==> src/rtl/gpio_seq_ctrl.sv <==
// gpio_seq_ctrl: sequences GPIO direction/data accesses over a single-transfer AHB master port.
// Ports: HCLK/HRESETn, AHB master (HADDR/HTRANS/HWRITE/HSEL/HWDATA out, HREADY/HRDATA/PARITYERR in),
//        cmd_valid/cmd_ready/cmd_write/cmd_wdata in, rsp_valid/rsp_ready/rsp_rdata/rsp_perr out.
// Option: GPIO_SEQ_PERR_RETRY_EN retries a read that saw PARITYERR, up to 3 attempts in total.
module gpio_seq_ctrl #(
    parameter logic [15:0] GPIO_DATA_ADDR = 16'h0000,
    parameter logic [15:0] GPIO_DIR_ADDR  = 16'h0004
) (
    input  logic        HCLK,
    input  logic        HRESETn,
    output logic [31:0] HADDR,
    output logic [1:0]  HTRANS,
    output logic        HWRITE,
    output logic        HSEL,
    output logic [31:0] HWDATA,
    input  logic        HREADY,
    input  logic [31:0] HRDATA,
    input  logic        PARITYERR,
    input  logic        cmd_valid,
    output logic        cmd_ready,
    input  logic        cmd_write,
    input  logic [15:0] cmd_wdata,
    output logic        rsp_valid,
    input  logic        rsp_ready,
    output logic [16:0] rsp_rdata,
    output logic        rsp_perr
);

    typedef enum logic [2:0] {
        IDLE, DIR_A, DIR_D, SETTLE, DATA_A, DATA_D, RESP
    } state_t;

    state_t      state_q, state_d;
    logic        dir_q, dir_d;
    logic        wr_q, wr_d;
    logic [15:0] wdata_q, wdata_d;
    logic [16:0] rdata_q, rdata_d;
    logic        perr_q, perr_d;
`ifdef GPIO_SEQ_PERR_RETRY_EN
    logic [1:0]  retry_q, retry_d;
`endif

    // Only bits [16:0] of the GPIO data register carry information.
    logic unused_hrdata;
    assign unused_hrdata = ^HRDATA[31:17];

    always_ff @(posedge HCLK or negedge HRESETn) begin
        if (!HRESETn) begin
            state_q <= IDLE;
            dir_q   <= 1'b0;
            wr_q    <= 1'b0;
            wdata_q <= '0;
            rdata_q <= '0;
            perr_q  <= 1'b0;
        end else begin
            state_q <= state_d;
            dir_q   <= dir_d;
            wr_q    <= wr_d;
            wdata_q <= wdata_d;
            rdata_q <= rdata_d;
            perr_q  <= perr_d;
        end
    end

`ifdef GPIO_SEQ_PERR_RETRY_EN
    always_ff @(posedge HCLK or negedge HRESETn) begin
        if (!HRESETn) begin
            retry_q <= '0;
        end else begin
            retry_q <= retry_d;
        end
    end
`endif

    always_comb begin
        state_d = state_q;
        dir_d   = dir_q;
        wr_d    = wr_q;
        wdata_d = wdata_q;
        rdata_d = rdata_q;
        perr_d  = perr_q;
`ifdef GPIO_SEQ_PERR_RETRY_EN
        retry_d = retry_q;
`endif
        HADDR   = '0;
        HTRANS  = 2'b00;
        HWRITE  = 1'b0;
        HSEL    = 1'b0;
        HWDATA  = '0;

        unique case (state_q)
            IDLE: begin
                if (cmd_valid) begin
                    wr_d    = cmd_write;
                    wdata_d = cmd_wdata;
                    // Writes report zero, so clear the response up front.
                    rdata_d = '0;
                    perr_d  = 1'b0;
`ifdef GPIO_SEQ_PERR_RETRY_EN
                    retry_d = '0;
`endif
                    state_d = (cmd_write != dir_q) ? DIR_A : DATA_A;
                end
            end
            DIR_A: begin
                HSEL   = 1'b1;
                HTRANS = 2'b10;
                HWRITE = 1'b1;
                HADDR  = {16'h0000, GPIO_DIR_ADDR};
                if (HREADY) state_d = DIR_D;
            end
            DIR_D: begin
                HWDATA = {31'b0, wr_q};
                if (HREADY) begin
                    dir_d   = wr_q;
                    state_d = SETTLE;
                end
            end
            SETTLE: begin
                // One idle bus cycle lets the pad direction settle.
                state_d = DATA_A;
            end
            DATA_A: begin
                HSEL   = 1'b1;
                HTRANS = 2'b10;
                HWRITE = wr_q;
                HADDR  = {16'h0000, GPIO_DATA_ADDR};
                if (HREADY) state_d = DATA_D;
            end
            DATA_D: begin
                if (wr_q) HWDATA = {16'h0000, wdata_q};
                if (HREADY) begin
                    if (!wr_q) begin
                        rdata_d = HRDATA[16:0];
                        perr_d  = PARITYERR;
                    end
                    state_d = RESP;
`ifdef GPIO_SEQ_PERR_RETRY_EN
                    if (!wr_q && PARITYERR && retry_q != 2'd2) begin
                        retry_d = retry_q + 2'd1;
                        state_d = DATA_A;
                    end
`endif
                end
            end
            RESP: begin
                if (rsp_ready) state_d = IDLE;
            end
            default: state_d = IDLE;
        endcase
    end

    assign cmd_ready = HRESETn && (state_q == IDLE);
    assign rsp_valid = (state_q == RESP);
    assign rsp_rdata = rdata_q;
    assign rsp_perr  = perr_q;

endmodule

==> config.mk <==
export PLATFORM = sky130hd
export DESIGN_NAME = gpio_seq_ctrl
export DESIGN_NICKNAME = d
export VERILOG_FILES = /design/src/rtl/gpio_seq_ctrl.sv
export SDC_FILE = /design/constraint.sdc
export NUM_CORES = 1
export LEC_CHECK = 0
export BUFFER_PORTS_ARGS = -buffer_cell sky130_fd_sc_hd__buf_4
export CORE_UTILIZATION = 42
export DETAILED_ROUTE_END_ITERATION = 6
export GPL_ROUTABILITY_DRIVEN = 0
export PLACE_DENSITY = 0.89
export SLEW_MARGIN = 20
export SYNTH_ARGS = -nofsm -noshare
export SYNTH_HDL_FRONTEND = slang
export SYNTH_SLANG_ARGS = --single-unit
==> constraint.sdc <==
create_clock -name HCLK -period 2 [get_ports HCLK]
set_input_delay 0.4 -clock HCLK [delete_from_list [all_inputs] [get_ports HCLK]]
set_output_delay 0.4 -clock HCLK [all_outputs]
set_load 0.01 [all_outputs]
**Word level (Yosys, flattened, before mapping)**

Cells that the tools add are included.

- Flip-flop bits (word level): 39
- Input port bits: 55
- Output and inout port bits: 88

- Eq/ne operators: 14
- Mux-type cells: 22
- Reductions and logical operators: 8

Operators by type and width:

| operator | number |
|---|---|
| 2-to-1 mux 17 bit | 3 |
| one-hot mux 17 bit (2 select lines) | 1 |
| one-hot mux 16 bit (2 select lines) | 1 |
| 2-to-1 mux 3 bit | 8 |
| one-hot mux 3 bit (7 select lines) | 1 |
| 2-to-1 mux 16 bit | 1 |
| inequality test 2 bit, second input constant | 6 |
| equality test 3 bit, second input constant | 3 |
| equality test 3 x 2 -> 1 bit, second input constant | 2 |
| AND reduction 6 bit | 1 |
| 2-to-1 mux 1 bit | 4 |
| one-hot mux 1 bit (2 select lines) | 2 |
| AND reduction 2 bit | 2 |
| AND reduction 4 bit | 1 |
| equality test 3 x 1 -> 1 bit, second input constant | 1 |
| zero test 3 bit | 1 |
| 2-to-1 mux 2 bit | 1 |
| inequality test 2 x 1 -> 1 bit, second input constant | 1 |
| nonzero test 2 bit | 1 |
| OR reduction 2 bit | 1 |
| logical AND 1 bit | 1 |
| inequality test 1 bit | 1 |

**Longest topological paths before layout**

Gate-level depths: netlist (run 1).

- Depth in word-level cells: 4
- Gate-level depth with buffers: 5

**Worst setup path after synthesis (run 1)**

No wires, ideal clock.

- Kind: register -> register
- Start: register state_q[1]
- End: register wdata_q[10]
- Arrival time: 1.656 ns
- Required time: 1.875 ns
- Slack: 0.219 ns
- Cell stages (with the launch flop): 5
- Buffers on the path: 2
- Path through: dfrtp_1 -> buf_2 -> nor4b_4 -> buf_4 -> mux2_2

- Word-level cells in the longest chain between the ends: 2

RTL lines:

| item | RTL line | RTL |
|---|---|---|
| start, declared | 33 | `state_t state_q, state_d;` |
| start signal, assigned | 56 | `state_q <= state_d;` |
| zero test 3 bit | 91 | `unique case (state_q)` |
| AND reduction 2 bit (no line) | n/a |  |
| end signal, assigned | 59 | `wdata_q <= wdata_d;` |
| end, declared | 36 | `logic [15:0] wdata_q, wdata_d;` |

No other way between the ends.
A chain may end at the register's enable or synchronous reset.

**Final worst setup path (run 1)**

- Start: register state_q[1]
- End: output HWDATA[14]

- Word-level cells in the longest chain between the ends: 2
- Elaborated cells on any way between the ends: 3
- Those cells by class: eq/ne (2); mux (1)

RTL lines:

| item | RTL line | RTL |
|---|---|---|
| equality test 3 bit or equality test 3 x 2 -> 1 bit (tied branches) | 91 |  |
| one-hot mux 16 bit (2 select lines) (*) | 91 |  |
| end, declared | 15 | `output logic [31:0] HWDATA,` |

Mark *: on every way between the ends. The rest lies on a longest branch, timed or not.

==> metrics, run 1 <==
outcome completed; final worst hold slack 0.186 ns; terminus of the critical flop-to-flop path state_q[2]$_DFFE_PN0P_; core outline area around 0.0048 mm^2; number of global-route vias before repair 1,467; num rows 25; share of Yosys cell area claimed by the top area cell type a little under half; design area 0.00269 mm^2; yosys synthesis warning count 0; classification of the worst setup path reg2out; area of the mapped netlist 0.00211 mm^2; Worst Reg2Reg Path Length in Cells 5; most frequently used flop master after synthesis sky130_fd_sc_hd__dfrtp_1; worst reg2reg startpoint state_q[1]$_DFFE_PN0P_; Final Hold Violating Endpoints 0; number of distinct library cell variants in the gate-level netlist after synthesis 32; antenna-violating nets left 0; switching power of the nets 1250 uW; register bit total from synthesis 39; Boundary Pins 143; Critical Path Max Stage Delay 0.47 ns; time the final worst path needs with I/O delays and setup 1.89 ns; share of cells above drive strength 1 between 40% and 50%; skew final between 0.004 and 0.005 ns; Power Dens Cells between 1000 and 1500 mW/mm^2; antenna violations before repair 0; die boundary width 72.9 um; Antenna Cells 0; final clock period utilization by the worst path 94.5%; final setup fails 0; placed wire-length estimate around 3200 um; path type of the worst min-delay path in2async; sequential group share of total power a little under two fifths; area overhead of the layout relative to synthesis 27.5%; most frequent cells in the layout sky130_fd_sc_hd__buf_4 (87), sky130_fd_sc_hd__conb_1 (48), sky130_fd_sc_hd__dfrtp_1 (39); number of remaining DRC errors 0; clock sink count 39; total overflow reported by the global router 0; achievable frequency 0.529 GHz; total placed cells including tap cells 325; final net count 320; global-route wire length before repair 7000 um; cells taking the most area after synthesis sky130_fd_sc_hd__dfrtp_1 (46%), sky130_fd_sc_hd__buf_4 (18%), sky130_fd_sc_hd__mux2_2 (10%); highest-delay cell along the critical path sky130_fd_sc_hd__dfrtp_1; H-tree levels 2; number of DRC markers after the initial detailed-route iteration 18; crit end category primary output; Skew-Pair Late Insertion Delay 0.28 ns; average detailed-routed wire length per instance 12.9 um; via density per instance between 4 and 5; via total after detailed routing 1,528; pin count of the biggest net entering global routing 40; wirelength, routed 4300 um; reg-to-reg slack, setup 0.34 ns; internal power consumption 2210 uW; kind of start point of the critical path flop; Synth area leader sky130_fd_sc_hd__dfrtp_1; leakage power 0.00144 uW; CP Data Required Time 1.60 ns; global-route usage over all layers 17.3%; leading cell type in the layout, fill and taps excluded sky130_fd_sc_hd__buf_4; fraction of registers with async set or reset after synthesis 100%; number of buffers created by CTS 5; Max Cap Violations 0; Post-Syn Area per Cell 11.5 um^2; switch share roughly 36%; drt first pass iters 4; Pins Over Slew Limit 0; starting density of the core approximately 44%; root buf cell sky130_fd_sc_hd__clkbuf_8; share of synthesized area occupied by flip-flops and latches between 40% and 50%; clock transition at the registers of the reported paths ~0.080 ns; Syn Inst Count between 150 and 200; final cell count without fillers 333; DP Area 0.00260 mm^2; clk buf depth 2; total buffers and inverters traversed by the critical path 2; CTS tree built; kind of cell with the highest combined delay on the critical path flip-flops; Peak VDD IR between 0.7 and 0.8 mV; share of total power in the clock network 14.9%; combinational cell fraction of total power 47.6%; cell type with the highest occurrence count on the critical path sky130_fd_sc_hd__buf_4; count of flip-flops with a built-in enable after synthesis 0; vertical extent of the die 72.9 um; IO Port Bufs 79; floorplan die area 0.00532 mm^2; CP Cell Sequence nor2_2, buf_4, and3_1, buf_4; crit path max fanout 12; worst endpoint data arrival time 1.49 ns
cells by family after synthesis:
family	synth area share [%]
buf+inv	20.1
flops	46.2
simple gates	11.3
compound gates	11.2
mux	10.1
xor+xnor	0.830
other cells	0.178
power by group through the flow:
| stage | Sequential, uW | Clock, uW | Combinational, uW |
|---|---|---|---|
| after detailed placement | 1310 | 0 | 1640 |
| after global placement | 1300 | 0 | 1600 |
| after global routing | 1350 | 558 | 1810 |
| final | 1300 | 516 | 1650 |
| after CTS | 1300 | 531 | 1650 |
| after floorplan | 1320 | 0 | 1080 |
synthesized netlist by cell type (2+ instances only):
library cell and n:
sky130_fd_sc_hd__and3_1 16, sky130_fd_sc_hd__a22o_1 18, sky130_fd_sc_hd__mux2_2 19, sky130_fd_sc_hd__nor4b_4 2, sky130_fd_sc_hd__clkbuf_1 6, sky130_fd_sc_hd__nand2_1 2
sky130_fd_sc_hd__nor2_1 4, sky130_fd_sc_hd__dfrtp_1 39, sky130_fd_sc_hd__and3b_1 2, sky130_fd_sc_hd__buf_4 51, sky130_fd_sc_hd__o21a_1 2, sky130_fd_sc_hd__o21ai_0 2
layer usage:
| layer | global-route usage [%] | part of all wire [%] | up-vias |
|---|---|---|---|
| li1 | - | - | 713 |
| met1 | 22.4 | 40 | 725 |
| met2 | 26.4 | 50 | 84 |
| met3 | 6.91 | 8.9 | 6 |
| met4 | 5.88 | 1.1 | 0 |
| met5 | 0 | 0 | - |
flip-flops by register name, summed over array words and instances (netlist names):
name,flops
state_q,3
rsp_rdata,17
wr_q,1
rsp_perr,1
wdata_q,16
dir_q,1
layout make-up:
type | count | area [um^2]
fillers | 409 | 2090
flip-flops and latches | 39 | 976
multi-input cells | 131 | 892
repair buffers | 87 | 653
well taps | 67 | 83.8
clock buffers | 6 | 72.6
clock inverters | 2 | 12.5
inverters | 1 | 3.75
worst reg2reg max path, stage by stage, from the launching register on:
cell and delay [ns]:
sky130_fd_sc_hd__dfrtp_1 0.47, sky130_fd_sc_hd__buf_4 0.22, sky130_fd_sc_hd__nor4_1 0.48, sky130_fd_sc_hd__inv_1 0.08
sky130_fd_sc_hd__a31oi_1 0.19, sky130_fd_sc_hd__o21ai_0 0.09
through the flow:
step / util (%) / setup slack [ns] / total power, uW / TNS [ns]
floorplan: - / 0.219 / 2400 / 0
finish: 56.3 / 0.109 / 3470 / 0
global placement: 54.4 / 0.362 / 2890 / 0
CTS: 56.2 / 0.0361 / 3480 / 0
global route: 56.3 / -0.0157 / 3710 / -0.0157
detailed placement: 54.4 / 0.347 / 2950 / 0
worst max path at each step:
stage	endpoint	slack, ns	startpoint	cells after the start
floorplan	wdata_q[10]$_DFFE_PN0P_	0.22	state_q[1]$_DFFE_PN0P_	4
global placement	HWDATA[14]	0.36	state_q[1]$_DFFE_PN0P_	4
detailed placement	HWDATA[14]	0.35	state_q[1]$_DFFE_PN0P_	4
CTS	HWDATA[14]	0.04	state_q[1]$_DFFE_PN0P_	4
global route	HWDATA[14]	-0.02	state_q[2]$_DFFE_PN0P_	5
finish	HWDATA[14]	0.11	state_q[1]$_DFFE_PN0P_	4
repair_timing:
action | in CTS | in global routing
buffers inserted | 0 | 0
hold buffers | 0 | 0
setup endpoints to repair | 0 | 13
resized for setup | 0 | 2
(Power assumes the default switching activity.)
==> run 2: changes to the inputs <==
- CORE_UTILIZATION: 42 -> 43
- CTS_BUF_LIST: default -> sky130_fd_sc_hd__clkbuf_4 sky130_fd_sc_hd__clkbuf_8
- GPL_TIMING_DRIVEN: default -> 1
- PLACE_DENSITY: 0.89 -> 0.9
==> run 2 against run 1 <==
- critical path depth unchanged
- sequential cell count is the same
- critical path type unchanged
- final area up 1.5%
- global-route usage fell by 0.38 points
- power rose by 6.1%
- final cell count unchanged
- register-to-register slack worse by 0.02 ns
==> metrics, run 2 (same netlist as run 1, synthesis figures left out) <==
crit end category primary output; final setup fails 0 (unchanged); Final Hold Violating Endpoints 0 (unchanged); worst reg2reg startpoint state_q[1]$_DFFE_PN0P_; Max Cap Violations 0 (unchanged); CP Data Required Time 1.60 ns (about the same); transition time at the pin with the least slew margin 0.467 ns; worst endpoint data arrival time 1.42 ns (-0.07 ns); number of DRC markers after the initial detailed-route iteration 31 (+13); area overhead of the layout relative to synthesis 29.5%; crit path max fanout 18 (+6); drt first pass iters 4 (unchanged); die boundary width 72.1 um (-1.1%); antenna-violating nets left 0 (unchanged); most frequent cells in the layout sky130_fd_sc_hd__buf_4 (87), sky130_fd_sc_hd__conb_1 (48), sky130_fd_sc_hd__dfrtp_1 (39); Skew-Pair Late Insertion Delay 0.29 ns (about the same); floorplan die area 0.00520 mm^2 (-2.3%); total area of sequential cells 976 um^2 (unchanged); Fin Setup TNS 0 ns (unchanged); worst path setup slack after routing 0.183 ns (+0.0739 ns); number of buffers created by CTS 5 (unchanged); final net count 320 (unchanged); achievable frequency 0.550 GHz (+4.1%); H-tree levels 2 (unchanged); vertical extent of the die 72.1 um (-1.1%); skew final 0.00866 ns (+0.00421 ns); time the final worst path needs with I/O delays and setup 1.82 ns (-0.0739 ns); Worst Reg2Reg Path Length in Cells 4 (-1); clock transition at the registers of the reported paths 0.08 ns (about the same); crit path launch state_q[1]$_DFFE_PN0P_; path type of the worst min-delay path in2async; global-route wire length before repair 6940 um (-0.79%); via total after detailed routing 1,580 (+3.4%); fill count 369 (-9.8%); global-route usage over all layers 16.9% (-0.38 points); wirelength, routed 4410 um (+2.5%); leading cell type in the layout, fill and taps excluded sky130_fd_sc_hd__buf_4; kind of start point of the critical path flop; Peak VDD IR 0.738 mV (+5.1%); clock sink count 39 (unchanged); setup repair after global routing missed its margin false; reg-to-reg slack, setup 0.32 ns (-0.02 ns); root buf cell sky130_fd_sc_hd__clkbuf_8; number of remaining DRC errors 0 (unchanged); Boundary Pins 143 (unchanged); final clock period utilization by the worst path 90.8% (-3.7 points); outcome completed; classification of the worst setup path reg2out; number of global-route vias before repair 1,568 (+6.9%); Slew HR between 60% and 70%; flip-flop count of the largest register after layout 17 (unchanged); num rows 25 (unchanged); core outline area 0.00472 mm^2 (-1.3%); area of combinational cells with multiple inputs 897 um^2 (+0.56%); terminus of the critical flop-to-flop path wdata_q[12]$_DFFE_PN0P_; pre-CTS WS 0.102 ns (-0.245 ns); share of cells above drive strength 1 44.7% (+0.38 points); clk buf depth 2 (unchanged); IO Port Bufs 79 (unchanged); Antenna Cells 0 (unchanged); placed wire-length estimate 3290 um (+3.5%); total overflow reported by the global router 0 (unchanged); starting density of the core 44.7% (+0.58 points); via density per instance 4.74 (+3.4%); Power Dens Cells 1350 mW/mm^2 (+4.5%); antenna violations before repair 0 (unchanged); average detailed-routed wire length per instance 13.2 um (+2.5%); leakage power 0.00147 uW (+1.4%); pin count of the biggest net entering global routing 40 (unchanged); CTS tree built; number of buffers inserted to repair setup after CTS 0 (unchanged); Pins Over Slew Limit 0 (unchanged)
run 2: changes by cell type in the layout (fill, tap and decap cells not counted), sizes merged:
cell	before	now
bufinv	0	1
clkinv	1	0
clkinvlp	1	0
inv	1	2
run 2: where the power goes:
group	switching, uW	internal, uW
Combinational	814	862
Sequential	198	1110
Clock	283	410
run 2: worst max-delay path, cell delays in order (launching register included):
cell and delay, ns:
sky130_fd_sc_hd__dfrtp_1 0.41, sky130_fd_sc_hd__buf_4 0.21, sky130_fd_sc_hd__nor3b_1 0.26, sky130_fd_sc_hd__o21a_1 0.14, sky130_fd_sc_hd__buf_4 0.11
run 2: metal layers:
layer,up-vias,wire [um],track usage (%)
met4,0,0,4.79
met5,-,0,0
met1,770,1670,20.3
met2,96,2370,28.3
met3,0,370,6.39
li1,714,-,-
run 2: how the worst max path moves through the flow:
stage	to	cells past startpoint	slack (ns)
6_report	HWRITE	4	0.18
5_1_grt	HWDATA[0]	5	0.05
4_1_cts	HWDATA[0]	5	0.02
3_5_place_dp	HWDATA[0]	5	0.10
3_3_place_gp	HWDATA[0]	5	0.08
2_1_floorplan	wdata_q[10]$_DFFE_PN0P_	4	0.22
run 2: cell type report:
class,count,share of cell area [%]
Clock buffer,6,3.02
Clock inverter,2,1.42
Inverter,1,0.137
Multi-Input combinational cell,131,32.8
Sequential cell,39,35.7
Tap cell,67,3.06
Timing Repair Buffer,87,23.9
run 2: through the flow:
stage               power (uW)  cell area, um^2  std cells  utilization (%)  hold WS [ns]
floorplan                 2400             2290        230                -         0.104
global placement          2890             2600        325             55.1         0.481
detailed placement        2970             2600        325             55.1         0.483
CTS                       3680             2730        333             57.7         0.193
global route              3910             2740        333             57.9         0.211
finish                    3680             2740        333             57.9         0.181
run 2: timing repair:
item / in CTS / in global routing
setup endpoints to repair: 16 / 16
pin swaps: 0 / 0
hold buffers: 0 / 0
gates resized for setup: 1 / 2
==> run 3: changes to the inputs <==
- CORE_ASPECT_RATIO: default -> 0.6
==> run 3 against run 2 <==
- register-to-register slack improved by 0.02 ns
- critical path depth increased by 1
- power increased by 1.6%
- hold slack improved by 0.011 ns
- sequential share of layout area decreased by 0.46 points
- global-route usage increased by 0.87 points
- non-clock buffer count increased by 4
- largest cell class unchanged
- fmax decreased by 4.2%
- sequential cell count unchanged
==> metrics, run 3 (same netlist as run 1, synthesis figures left out) <==
Antenna Cells 0 (unchanged); final net count 324 (+1.3%); CP Cell Sequence nand2_2, nor2_4, buf_4, and3_1, buf_4; switching power of the nets 1300 uW (about the same); share of cells above drive strength 1 47.0% (+2.3 points); Final Hold Violating Endpoints 0 (unchanged); worst path setup slack after routing 0.104 ns (-0.0788 ns); Pins Over Slew Limit 0 (unchanged); worst endpoint data arrival time 1.50 ns (+0.08 ns); Fin Setup TNS 0 ns (unchanged); number of buffers added to fix hold violations after cts 0 (unchanged); Skew-Pair Late Insertion Delay 0.28 ns (about the same); starting density of the core 45.6% (+0.84 points); IO Port Bufs 79 (unchanged); Boundary Pins 143 (unchanged); wirelength, routed 4490 um (+2.0%); kind of start point of the critical path flop; CTS tree built; num rows 19 (-24%); root buf cell sky130_fd_sc_hd__clkbuf_8; placed wire-length estimate 3320 um (+0.87%); total overflow reported by the global router 0 (unchanged); H-tree levels 2 (unchanged); Core Util, Final 59.9% (+2.0 points); leading cell type in the layout, fill and taps excluded sky130_fd_sc_hd__buf_4; setup repair after global routing missed its margin false; pre-CTS WS 0.0817 ns (-0.0204 ns); sequential group share of total power 37.0% (+1.3 points); kind of cell with the highest combined delay on the critical path flip-flops; pin count of the biggest net entering global routing 40 (unchanged); final clock period utilization by the worst path 94.8% (+3.9 points); highest-delay cell along the critical path sky130_fd_sc_hd__dfrtp_2; core outline area 0.00464 mm^2 (-1.9%); most frequent cells in the layout sky130_fd_sc_hd__buf_4 (89), sky130_fd_sc_hd__conb_1 (48), sky130_fd_sc_hd__dfrtp_1 (37); area overhead of the layout relative to synthesis 31.5%; Max Cap Violations 0 (unchanged); combinational cell fraction of total power 45.3% (-0.2 points); floorplan die area 0.00520 mm^2 (+0.17%); drt first pass iters 4 (unchanged); average detailed-routed wire length per instance 13.5 um (+2.0%); switch share 34.6% (-0.52 points); classification of the worst setup path reg2out; fill count 400 (+8.4%); number of remaining DRC errors 0 (unchanged); clock sink count 39 (unchanged); cell type with the highest occurrence count on the critical path sky130_fd_sc_hd__buf_4; global-route usage over all layers 17.8% (+0.87 points); flip-flop count of the largest register after layout 17 (unchanged); clk buf depth 2 (unchanged); antenna violations before repair 0 (unchanged); achievable frequency 0.528 GHz (-4.2%); CP Data Required Time 1.60 ns (about the same); die boundary width 92.5 um (+28%); number of buffers created by CTS 5 (unchanged); time the final worst path needs with I/O delays and setup 1.90 ns (+0.0788 ns); share of total power in the clock network 17.7% (-1.1 points); crit path max fanout 9 (-9); leakage power 0.00149 uW (+1.6%); skew final 0.00702 ns (-0.00164 ns); Power Dens Cells 1350 mW/mm^2 (about the same); via density per instance 4.65 (-1.9%); antenna-violating nets left 0 (unchanged); Peak VDD IR 0.637 mV (-14%); outcome completed; final worst hold slack 0.192 ns (+0.0112 ns); path type of the worst min-delay path in2async; number of DRC markers after the initial detailed-route iteration 35 (+13%); worst reg2reg startpoint state_q[2]$_DFFE_PN0P_; number of global-route vias before repair 1,498 (-4.5%); crit path launch state_q[2]$_DFFE_PN0P_; global-route wire length before repair 7010 um (+0.99%); Critical Path Max Stage Delay 0.50 ns (+0.09 ns); total buffers and inverters traversed by the critical path 2 (unchanged); via total after detailed routing 1,550 (-1.9%); final setup fails 0 (unchanged); internal power consumption 2440 uW (+2.4%); crit end category primary output; clock transition at the registers of the reported paths 0.08 ns (about the same); vertical extent of the die 56.3 um (-22%)
-- run 3: cell types whose count changed in the layout (fill, tap and decap cells not counted), moves of 2 or more --
cell                      previous run  this run
sky130_fd_sc_hd__buf_4              87        89
sky130_fd_sc_hd__dfrtp_1            39        37
sky130_fd_sc_hd__buf_6               0         2
sky130_fd_sc_hd__dfrtp_2             0         2
-- run 3: power by group through the flow --
stage	combinational, uW	sequential [uW]	clock, uW
2_1_floorplan	1080	1320	0
3_3_place_gp	1590	1350	0
3_5_place_dp	1640	1380	0
4_1_cts	1660	1380	691
5_1_grt	1860	1420	725
6_report	1700	1380	660
-- run 3: path summary, 6_finish.rpt --
path,endpoint,depth (start not counted),slack [ns]
worst max-delay path,HWDATA[14],5,0.10
worst min-delay path,rsp_rdata[15]$_DFFE_PN0P_,2,0.19
worst max register to register,state_q[0]$_DFFE_PN0P_,5,0.34
worst min register to register,rsp_rdata[12]$_DFFE_PN0P_,1,0.50
max in group asynchronous,state_q[2]$_DFFE_PN0P_,2,1.43
min in group HCLK,rsp_rdata[16]$_DFFE_PN0P_,2,0.34
-- run 3: cell type report --
type	instances	area, um^2	area share, %
Clock buffer	6	82.6	2.97
Clock inverter	2	35.0	1.26
Sequential cell	39	978	35.2
Multi-Input combinational cell	131	908	32.7
Inverter	1	3.75	0.135
Tap cell	63	78.8	2.84
Timing Repair Buffer	91	691	24.9
-- run 3: metrics by stage --
step / std cells / total power (uW) / cell area (um^2)
final: 333 / 3740 / 2780
after global routing: 333 / 4010 / 2780
after CTS: 331 / 3720 / 2740
after detailed placement: 323 / 3020 / 2610
after global placement: 323 / 2940 / 2610
after floorplan: 230 / 2400 / 2290
-- run 3: per-layer routing --
| metal | share of wire (%) | vias up | GRT usage [%] |
|---|---|---|---|
| met3 | 9.0 | 2 | 6.37 |
| met4 | 0.22 | 0 | 4.69 |
| met1 | 43 | 750 | 22.3 |
| met2 | 48 | 76 | 29.3 |
| li1 | - | 722 | - |
| met5 | 0 | - | 0 |
-- run 3: repair_timing --
item / CTS / global route
gates resized for setup: 4 / 5
setup endpoints to repair: 17 / 18
setup buffers: 0 / 2
